[src/rtl/uart_tx_mmio.sv]
// uart_tx_mmio: memory-mapped UART transmitter.
// Bytes written through uart_write are queued in a small FIFO and sent 8N1 on tx.
// Build option: define UART_TX_PARITY_EN to insert an even-parity bit (8E1 framing).
module uart_tx_mmio #(
   parameter int CLK_FREQ   = 50_000_000,
   parameter int BAUD       = 115200,
   parameter int FIFO_DEPTH = 4
) (
   input  logic        clk,
   input  logic        rst,
   input  logic        uart_write,
   input  logic [31:0] write_data,
   output logic        tx,
   output logic        busy,
   output logic        fifo_full,
   output logic        overflow
);

   localparam int CLKS_PER_BIT = CLK_FREQ / BAUD;
   localparam int PTR_W        = $clog2(FIFO_DEPTH);
   localparam int CNT_W        = PTR_W + 1;
   localparam int BAUD_W       = $clog2(CLKS_PER_BIT);

   localparam logic [BAUD_W-1:0] BAUD_LAST = BAUD_W'(CLKS_PER_BIT - 1);
   localparam logic [CNT_W-1:0]  DEPTH_CNT = CNT_W'(FIFO_DEPTH);

   typedef enum logic [2:0] {
      S_IDLE,
      S_START,
      S_DATA,
`ifdef UART_TX_PARITY_EN
      S_PARITY,
`endif
      S_STOP
   } state_t;

   // FIFO storage and bookkeeping
   logic [7:0]       mem_q [FIFO_DEPTH];
   logic [7:0]       mem_d [FIFO_DEPTH];
   logic [PTR_W-1:0] wr_ptr_q, wr_ptr_d;
   logic [PTR_W-1:0] rd_ptr_q, rd_ptr_d;
   logic [CNT_W-1:0] count_q, count_d;
   logic             ovf_q, ovf_d;

   // Serialiser state
   state_t           state_q, state_d;
   logic [BAUD_W-1:0] baud_q, baud_d;
   logic [2:0]       bit_q, bit_d;
   logic [7:0]       shift_q, shift_d;
   logic             tx_q, tx_d;
   logic             busy_q, busy_d;
`ifdef UART_TX_PARITY_EN
   logic             parity_q, parity_d;
`endif

   logic             push;
   logic             pop;
   logic             baud_tc;
   logic [7:0]       head;

   // Upper store-data bits carry no meaning for this register.
   logic             unused_hi;
   assign unused_hi = ^write_data[31:8];

   assign fifo_full = (count_q == DEPTH_CNT);
   assign push      = uart_write && !fifo_full;
   assign pop       = (state_q == S_IDLE) && (count_q != '0);
   assign head      = mem_q[rd_ptr_q];
   assign baud_tc   = (baud_q == BAUD_LAST);

   assign tx        = tx_q;
   assign busy      = busy_q;
   assign overflow  = ovf_q;

   // FIFO next state: push/pop pointers, occupancy and sticky overflow
   always_comb begin
      mem_d    = mem_q;
      wr_ptr_d = wr_ptr_q;
      rd_ptr_d = rd_ptr_q;
      count_d  = count_q;
      ovf_d    = ovf_q;

      if (push) begin
         mem_d[wr_ptr_q] = write_data[7:0];
         wr_ptr_d        = wr_ptr_q + PTR_W'(1);
      end
      // fifo_full is the pre-edge value, so a write racing a pop while full is still dropped
      if (uart_write && fifo_full) begin
         ovf_d = 1'b1;
      end
      if (pop) begin
         rd_ptr_d = rd_ptr_q + PTR_W'(1);
      end

      case ({push, pop})
         2'b10:   count_d = count_q + CNT_W'(1);
         2'b01:   count_d = count_q - CNT_W'(1);
         default: count_d = count_q;
      endcase
   end

   // FIFO registers
   always_ff @(posedge clk) begin
      if (rst) begin
         mem_q    <= '{default: '0};
         wr_ptr_q <= '0;
         rd_ptr_q <= '0;
         count_q  <= '0;
         ovf_q    <= 1'b0;
      end else begin
         mem_q    <= mem_d;
         wr_ptr_q <= wr_ptr_d;
         rd_ptr_q <= rd_ptr_d;
         count_q  <= count_d;
         ovf_q    <= ovf_d;
      end
   end

   // Frame FSM next state, baud/bit counters, and registered line/busy values
   always_comb begin
      state_d  = state_q;
      baud_d   = baud_q;
      bit_d    = bit_q;
      shift_d  = shift_q;
      tx_d     = 1'b1;
      busy_d   = 1'b0;
`ifdef UART_TX_PARITY_EN
      parity_d = parity_q;
`endif

      case (state_q)
         S_IDLE: begin
            baud_d = '0;
            bit_d  = '0;
            if (pop) begin
               shift_d  = head;
`ifdef UART_TX_PARITY_EN
               parity_d = ^head;
`endif
               state_d  = S_START;
            end
         end

         S_START: begin
            if (baud_tc) begin
               baud_d  = '0;
               state_d = S_DATA;
            end else begin
               baud_d = baud_q + BAUD_W'(1);
            end
         end

         S_DATA: begin
            if (baud_tc) begin
               baud_d = '0;
               if (bit_q == 3'd7) begin
`ifdef UART_TX_PARITY_EN
                  state_d = S_PARITY;
`else
                  state_d = S_STOP;
`endif
               end else begin
                  bit_d   = bit_q + 3'd1;
                  shift_d = {1'b0, shift_q[7:1]};
               end
            end else begin
               baud_d = baud_q + BAUD_W'(1);
            end
         end

`ifdef UART_TX_PARITY_EN
         S_PARITY: begin
            if (baud_tc) begin
               baud_d  = '0;
               state_d = S_STOP;
            end else begin
               baud_d = baud_q + BAUD_W'(1);
            end
         end
`endif

         S_STOP: begin
            if (baud_tc) begin
               baud_d  = '0;
               state_d = S_IDLE;
            end else begin
               baud_d = baud_q + BAUD_W'(1);
            end
         end

         default: begin
            baud_d  = '0;
            bit_d   = '0;
            state_d = S_IDLE;
         end
      endcase

      // tx is computed from the next state so the line register changes on the same edge as the FSM
      case (state_d)
         S_START:  tx_d = 1'b0;
         S_DATA:   tx_d = shift_d[0];
`ifdef UART_TX_PARITY_EN
         S_PARITY: tx_d = parity_d;
`endif
         default:  tx_d = 1'b1;
      endcase

      busy_d = (count_d != '0) || (state_d != S_IDLE);
   end

   // Frame FSM registers
   always_ff @(posedge clk) begin
      if (rst) begin
         state_q  <= S_IDLE;
         baud_q   <= '0;
         bit_q    <= '0;
         shift_q  <= '0;
         tx_q     <= 1'b1;
         busy_q   <= 1'b0;
`ifdef UART_TX_PARITY_EN
         parity_q <= 1'b0;
`endif
      end else begin
         state_q  <= state_d;
         baud_q   <= baud_d;
         bit_q    <= bit_d;
         shift_q  <= shift_d;
         tx_q     <= tx_d;
         busy_q   <= busy_d;
`ifdef UART_TX_PARITY_EN
         parity_q <= parity_d;
`endif
      end
   end

endmodule

[config.mk]
export PLATFORM = sky130hd
export DESIGN_NAME = uart_tx_mmio
export DESIGN_NICKNAME = d
export VERILOG_FILES = /design/src/rtl/uart_tx_mmio.sv
export SDC_FILE = /design/constraint.sdc
export NUM_CORES = 1
export LEC_CHECK = 0
export ABC_AREA = 1
export CORE_ASPECT_RATIO = 0.75
export CORE_UTILIZATION = 59
export CTS_CLUSTER_SIZE = 30
export DETAILED_ROUTE_END_ITERATION = 10
export GPL_TIMING_DRIVEN = 0
export PLACE_DENSITY = 0.85
export REMOVE_ABC_BUFFERS = 1
export SLEW_MARGIN = 0
export SYNTH_ARGS = -nofsm -noshare
export SYNTH_HDL_FRONTEND = slang
export SYNTH_SLANG_ARGS = --single-unit
[constraint.sdc]
create_clock -name clk -period 4.27 [get_ports clk]
set_clock_uncertainty 0.15 [all_clocks]
set_input_delay 0.6405 -clock clk [delete_from_list [all_inputs] [get_ports clk]]
set_output_delay 0.6405 -clock clk [all_outputs]
set_load 0.01 [all_outputs]
# Word level (Yosys, flattened, before mapping)
# Cells that the tools add are included.
[word_totals]
reg_bits = 65
in_bits = 35
wordCells = 78
output_inout_bits = 4
[op_classes]
addsub = 6
n_eq_ne = 13
n_reduce_logical = 16
magnitude_cmp = 3
n_bitwise = 4
muxes = 21
[op_table]
columns = ["operator", "count"]
rows = [
  ["two-way mux 8 bit", 6],
  ["bitwise mux 32 bit", 1],
  ["two-way mux 3 bit", 7],
  ["binary-select mux 8 bit (select 2 bit)", 1],
  ["demux 8 bit (select 2 bit)", 1],
  ["one-hot mux 8 bit (2 select lines)", 1],
  ["one-hot mux 3 bit (2 select lines)", 2],
  ["one-hot mux 3 bit (4 select lines)", 1],
  ["adder 9 x 1 -> 9 bit, second input constant", 1],
  ["== test 3 x 2 -> 1 bit, second input constant", 3],
  ["== test 9 bit, second input constant", 1],
  ["nonzero test 3 bit", 3],
  ["adder 3 x 1 -> 3 bit, second input constant", 2],
  ["== test 3 x 1 -> 1 bit, second input constant", 2],
  ["== test 3 bit, second input constant", 2],
  [">= comparator 3 bit, second input constant", 2],
  ["!= test 2 bit, second input constant", 3],
  ["inverter 2 -> 3 bit", 2],
  ["OR reduction 3 bit", 2],
  ["adder 2 x 1 -> 2 bit, second input constant", 2],
  ["logical AND 1 bit", 4],
  ["AND reduction 4 bit", 1],
  ["logical NOT 3 bit", 1],
  ["< comparator 3 x 1 -> 1 bit, second input constant", 1],
  ["other kinds (10)", 11],
]

# Depth between registers and ports, before layout
[logic_depth]
word_depth = 7
ltp_mapped = 12

# Least setup slack after synthesis
# No wires, ideal clock.
[synth_timing]
kind = "reg2reg"
startpoint = "register state_q[0]"
endpoint = "register busy_q, in the netlist busy"
setup_slack_ps = 1997
stages_incl_launch_ff = 13
path_buffers = 1
setup_ps = 123
arrival_time_ps = 2000
cell_sequence = "dfxtp_1 > nor2_2 > nand2_1 > nor2_1 > buf_4 > ha_1 > inv_1 > fa_1 > a21oi_1 > o21ai_0 > xor2_1 > o21ai_0 > nand3b_1"
[synth_via]
elab_chain_cells = 6
word_cells_on_any_way = 17
[synth_rtl]
columns = ["element", "line_no", "text"]
rows = [
  ["from (decl)", "46", "state_t state_q, state_d;"],
  ["from (signal assigned)", "224", "state_q <= state_d;"],
  ["logical NOT 3 bit", "67, 131", ""],
  ["logical AND 1 bit", "67", "assign pop = (state_q == S_IDLE) && (count_q != '0);"],
  ["== test 2 x 1 -> 1 bit, or another cell as far along", "95", "case ({push, pop})"],
  ["one-hot mux 3 bit (2 select lines) or one-hot mux 3 bit (4 select lines) (tied branches)", "95, 131", ""],
  ["nonzero test 3 bit", "208", "busy_d = (count_d != '0) || (state_d != S_IDLE);"],
  ["logical OR 1 bit (*)", "208", ""],
  ["to (signal assigned)", "229", "busy_q <= busy_d;"],
  ["to (decl)", "51", "logic busy_q, busy_d;"],
]
# Every way passes the cells marked *; elsewhere a longest branch is shown, timed or not.
# A chain may end at the register's enable or synchronous reset.

# Worst setup path after layout
[layout_timing]
startpoint = "input rst"
endpoint = "register baud_q[8]"
[layout_via]
elab_chain_cells = 1
[layout_rtl]
columns = ["element", "line_no", "text"]
rows = [
  ["from (decl)", "10", "input logic rst,"],
  ["OR reduction 3 bit (no line)", "--", ""],
  ["to (signal assigned)", "225", "baud_q <= baud_d;"],
  ["to (decl)", "47", "logic [BAUD_W-1:0] baud_q, baud_d;"],
]
# No other way between the ends.

==> results.sh <==
export IMPL_synth_top_area_share_pct=43.9
export IMPL_dr_pass1_iters=5
export IMPL_final_cells=465
export IMPL_gr_usage_met2_pct=42.1
export IMPL_fin_crit_ns=3.20
export IMPL_hold_viol=0
export IMPL_synthFlopType="dfxtp_1"
export IMPL_maxCapViolations=0
export IMPL_drive_above_1_share_pct=6.86
export IMPL_final_max_slew_viol_count=0
export IMPL_critical_path_max_fanout=32
export IMPL_tightest_slew_ns=1.23
export IMPL_critPathLaunchType="input port"
export IMPL_crit_chain="clkdlybuf4s50_1 -> inv_1 -> o2111ai_2 -> nor3_1"
export IMPL_timing_critical_path_to_type="register"
export IMPL_final_nets=449
export IMPL_cts_buffers_inserted=9
export IMPL_synthCells=394
export IMPL_syn_area_per_cell_sq_um=7.52
export IMPL_synth_top_cells_by_count="nand2_1, dfxtp_1, a21oi_1, inv_1, nand3_1"
export IMPL_grt_pass1_wl_mm=11.1
export IMPL_yosys_area_top_type="dfxtp_1"
export IMPL_cts_buffer_depth=2
export IMPL_core_area_sq_um=4650
export IMPL_tns_ns=0
export IMPL_die_h_um=63.4
export IMPL_grt_use_met3_pct=10.2
export IMPL_post_cts_setup_buffers=0
export IMPL_synthArstFlopShare_pct=0
export IMPL_antenna_diode_count=0
export IMPL_grt_pass1_vias=2443
export IMPL_grtUsageMet1_pct=35.1
export IMPL_cpPeakStageDelay_ns=1.04
export IMPL_ys_ff_latch=65
export IMPL_arrival_ns=3.32
export IMPL_clk_pin_slew_worst_paths_ns=0.07
export IMPL_cts_hold_buf=0
export IMPL_grt_usage_pct=27.1
export IMPL_dp_cells=450
export IMPL_p_per_area_nw_per_um2=506
export IMPL_hold_class="register to register"
export IMPL_leakage_nw=1.22
export IMPL_worstPathRequired_ns=4.39
export IMPL_ant_nets=0
export IMPL_gr_total_overflow=0
export IMPL_criticalPathCategory="input port to register"
export IMPL_grt_max_degree=33
export IMPL_die_w_um=83.8
export IMPL_cp_top_family="buffers and inverters"
export IMPL_synth_most_common_cell="nand2_1"
export IMPL_rsz0062_at_grt="false"
export IMPL_max_freq_mhz=312
export IMPL_yosysSeqAreaShare_pct=43.9
export IMPL_slowest_stage="clkdlybuf4s50_1"
export IMPL_clk_latency_ns=0.35
export IMPL_status="finished, final reports clean"
export IMPL_clock_sinks=65
export IMPL_dp_hpwl_mm=4.35
export IMPL_drc=0
export IMPL_vias=2661
export IMPL_finalSetupViolCount=0
export IMPL_ys_warn_count=0
export IMPL_synth_edf_count=0
export IMPL_p_total_w=0.00167
export IMPL_synth_area_sq_um=2960
export IMPL_n_fill_cell=384
export IMPL_port_buffers=14
export IMPL_dieArea_sq_um=5310
export IMPL_start_util_pct=63.7
export IMPL_max_slew_margin_pct=17.4
export IMPL_place_area_sq_um=3100
export IMPL_wl_per_cell_um=14.1
export IMPL_worst_path_buf_inv=2
export IMPL_fin_hold_ws_ns=0.304
export IMPL_viasPerCell=5.72
export IMPL_area_delta_synth_final_pct=11.1
export IMPL_timing_final_crit_share_pct=75.1
export IMPL_cts_resized=0
export IMPL_final_area_sq_um=3290
export IMPL_cts_tree="yes"
export IMPL_io_pins=39
export IMPL_ir_drop_mv=0.417
export IMPL_std_cell_rows=21
export IMPL_antenna_found_initial=0
export IMPL_cts_root_buf="clkbuf_8"
export IMPL_drt_iter0_drc=242
export IMPL_busiest_layer="met2"
export IMPL_wl_mm=6.55
export IMPL_synth_area_leaders="dfxtp_1, a21oi_1, nand2_1"
export IMPL_place_congestion=0.826
export IMPL_ys_types=34
export IMPL_htreeDepth=3
-- report_power, final --
part / internal (W) / switching [W] / total [W]
registers: 0.000678 / 0.0000583 / 0.000736
clock network: 0.000296 / 0.000225 / 0.000521
logic: 0.000143 / 0.000266 / 0.000409
-- worst min-delay path: cells and delay by family, from the launching register on --
kind	cells	cell delay [ns]
DFF	1	0.30
buffers and inverters	1	0.06
AOI/OAI and AO/OA	1	0.05
-- registers in the layout, indices dropped and copies added (netlist names) --
name	flops
tx	1
busy	1
overflow	1
mem_q	32
baud_q	9
shift_q	8
rd_ptr_q	2
bit_q	3
state_q	3
wr_ptr_q	2
count_q	3
-- layout by cell type, fill, tap and decap left out, types with 4 or more instances in the layout --
| cell | count |
|---|---|
| ha_1 | 9 |
| nand4_1 | 6 |
| o211ai_1 | 6 |
| nor3b_1 | 4 |
| dfxtp_1 | 65 |
| clkbuf_8 | 11 |
| nor3_1 | 4 |
| o21ai_0 | 32 |
| inv_1 | 40 |
| nor2_1 | 25 |
| nand2_2 | 5 |
| nand2_1 | 66 |
| a31oi_1 | 7 |
| a21oi_1 | 56 |
| nand3_1 | 37 |
| clkdlybuf4s50_1 | 14 |
-- worst paths after layout --
| kind | startpoint | end | slack (ns) | cells past startpoint |
|---|---|---|---|---|
| setup / recovery | rst | baud_q[8] | 1.07 | 4 |
| hold / removal | mem_q[9] | mem_q[9] | 0.30 | 2 |
| setup reg to reg | state_q[0] | busy | 1.21 | 11 |
| hold reg to reg | mem_q[9] | mem_q[9] | 0.30 | 2 |
-- cell type report --
type | count | area [sq um] | share of cell area [%]
Clock buffer | 12 | 155 | 4.71
Sequential cell | 65 | 1300 | 39.5
Inverter | 44 | 173 | 5.24
Timing Repair Buffer | 14 | 140 | 4.25
Clock inverter | 3 | 40.0 | 1.22
Multi-Input combinational cell | 270 | 1410 | 42.9
Tap cell | 57 | 71.3 | 2.16
-- routing by layer --
layer  vias up  routed length [um]
met5         -                   0
met4         0                  81
met3        10                 406
met2        73                2930
met1      1234                3140
li1       1344                   -
-- cells by family after synthesis --
kind of cell	synth area share [%]
and+or+nand+nor	23.9
AOI/OAI and AO/OA	18.4
xor gates and xnor gates	0.887
DFF	43.9
adders and majority gates	4.47
buffers and inverters	8.40
other	0.127
-- stage by stage --
step	util (%)	setup WS, ns
2_1_floorplan	-	1.80
3_3_place_gp	66.6	0.790
3_5_place_dp	66.6	0.719
4_1_cts	70.8	1.09
5_1_grt	70.8	0.876
6_report	70.8	1.07
Note: power is estimated with default switching activity, not from simulation.
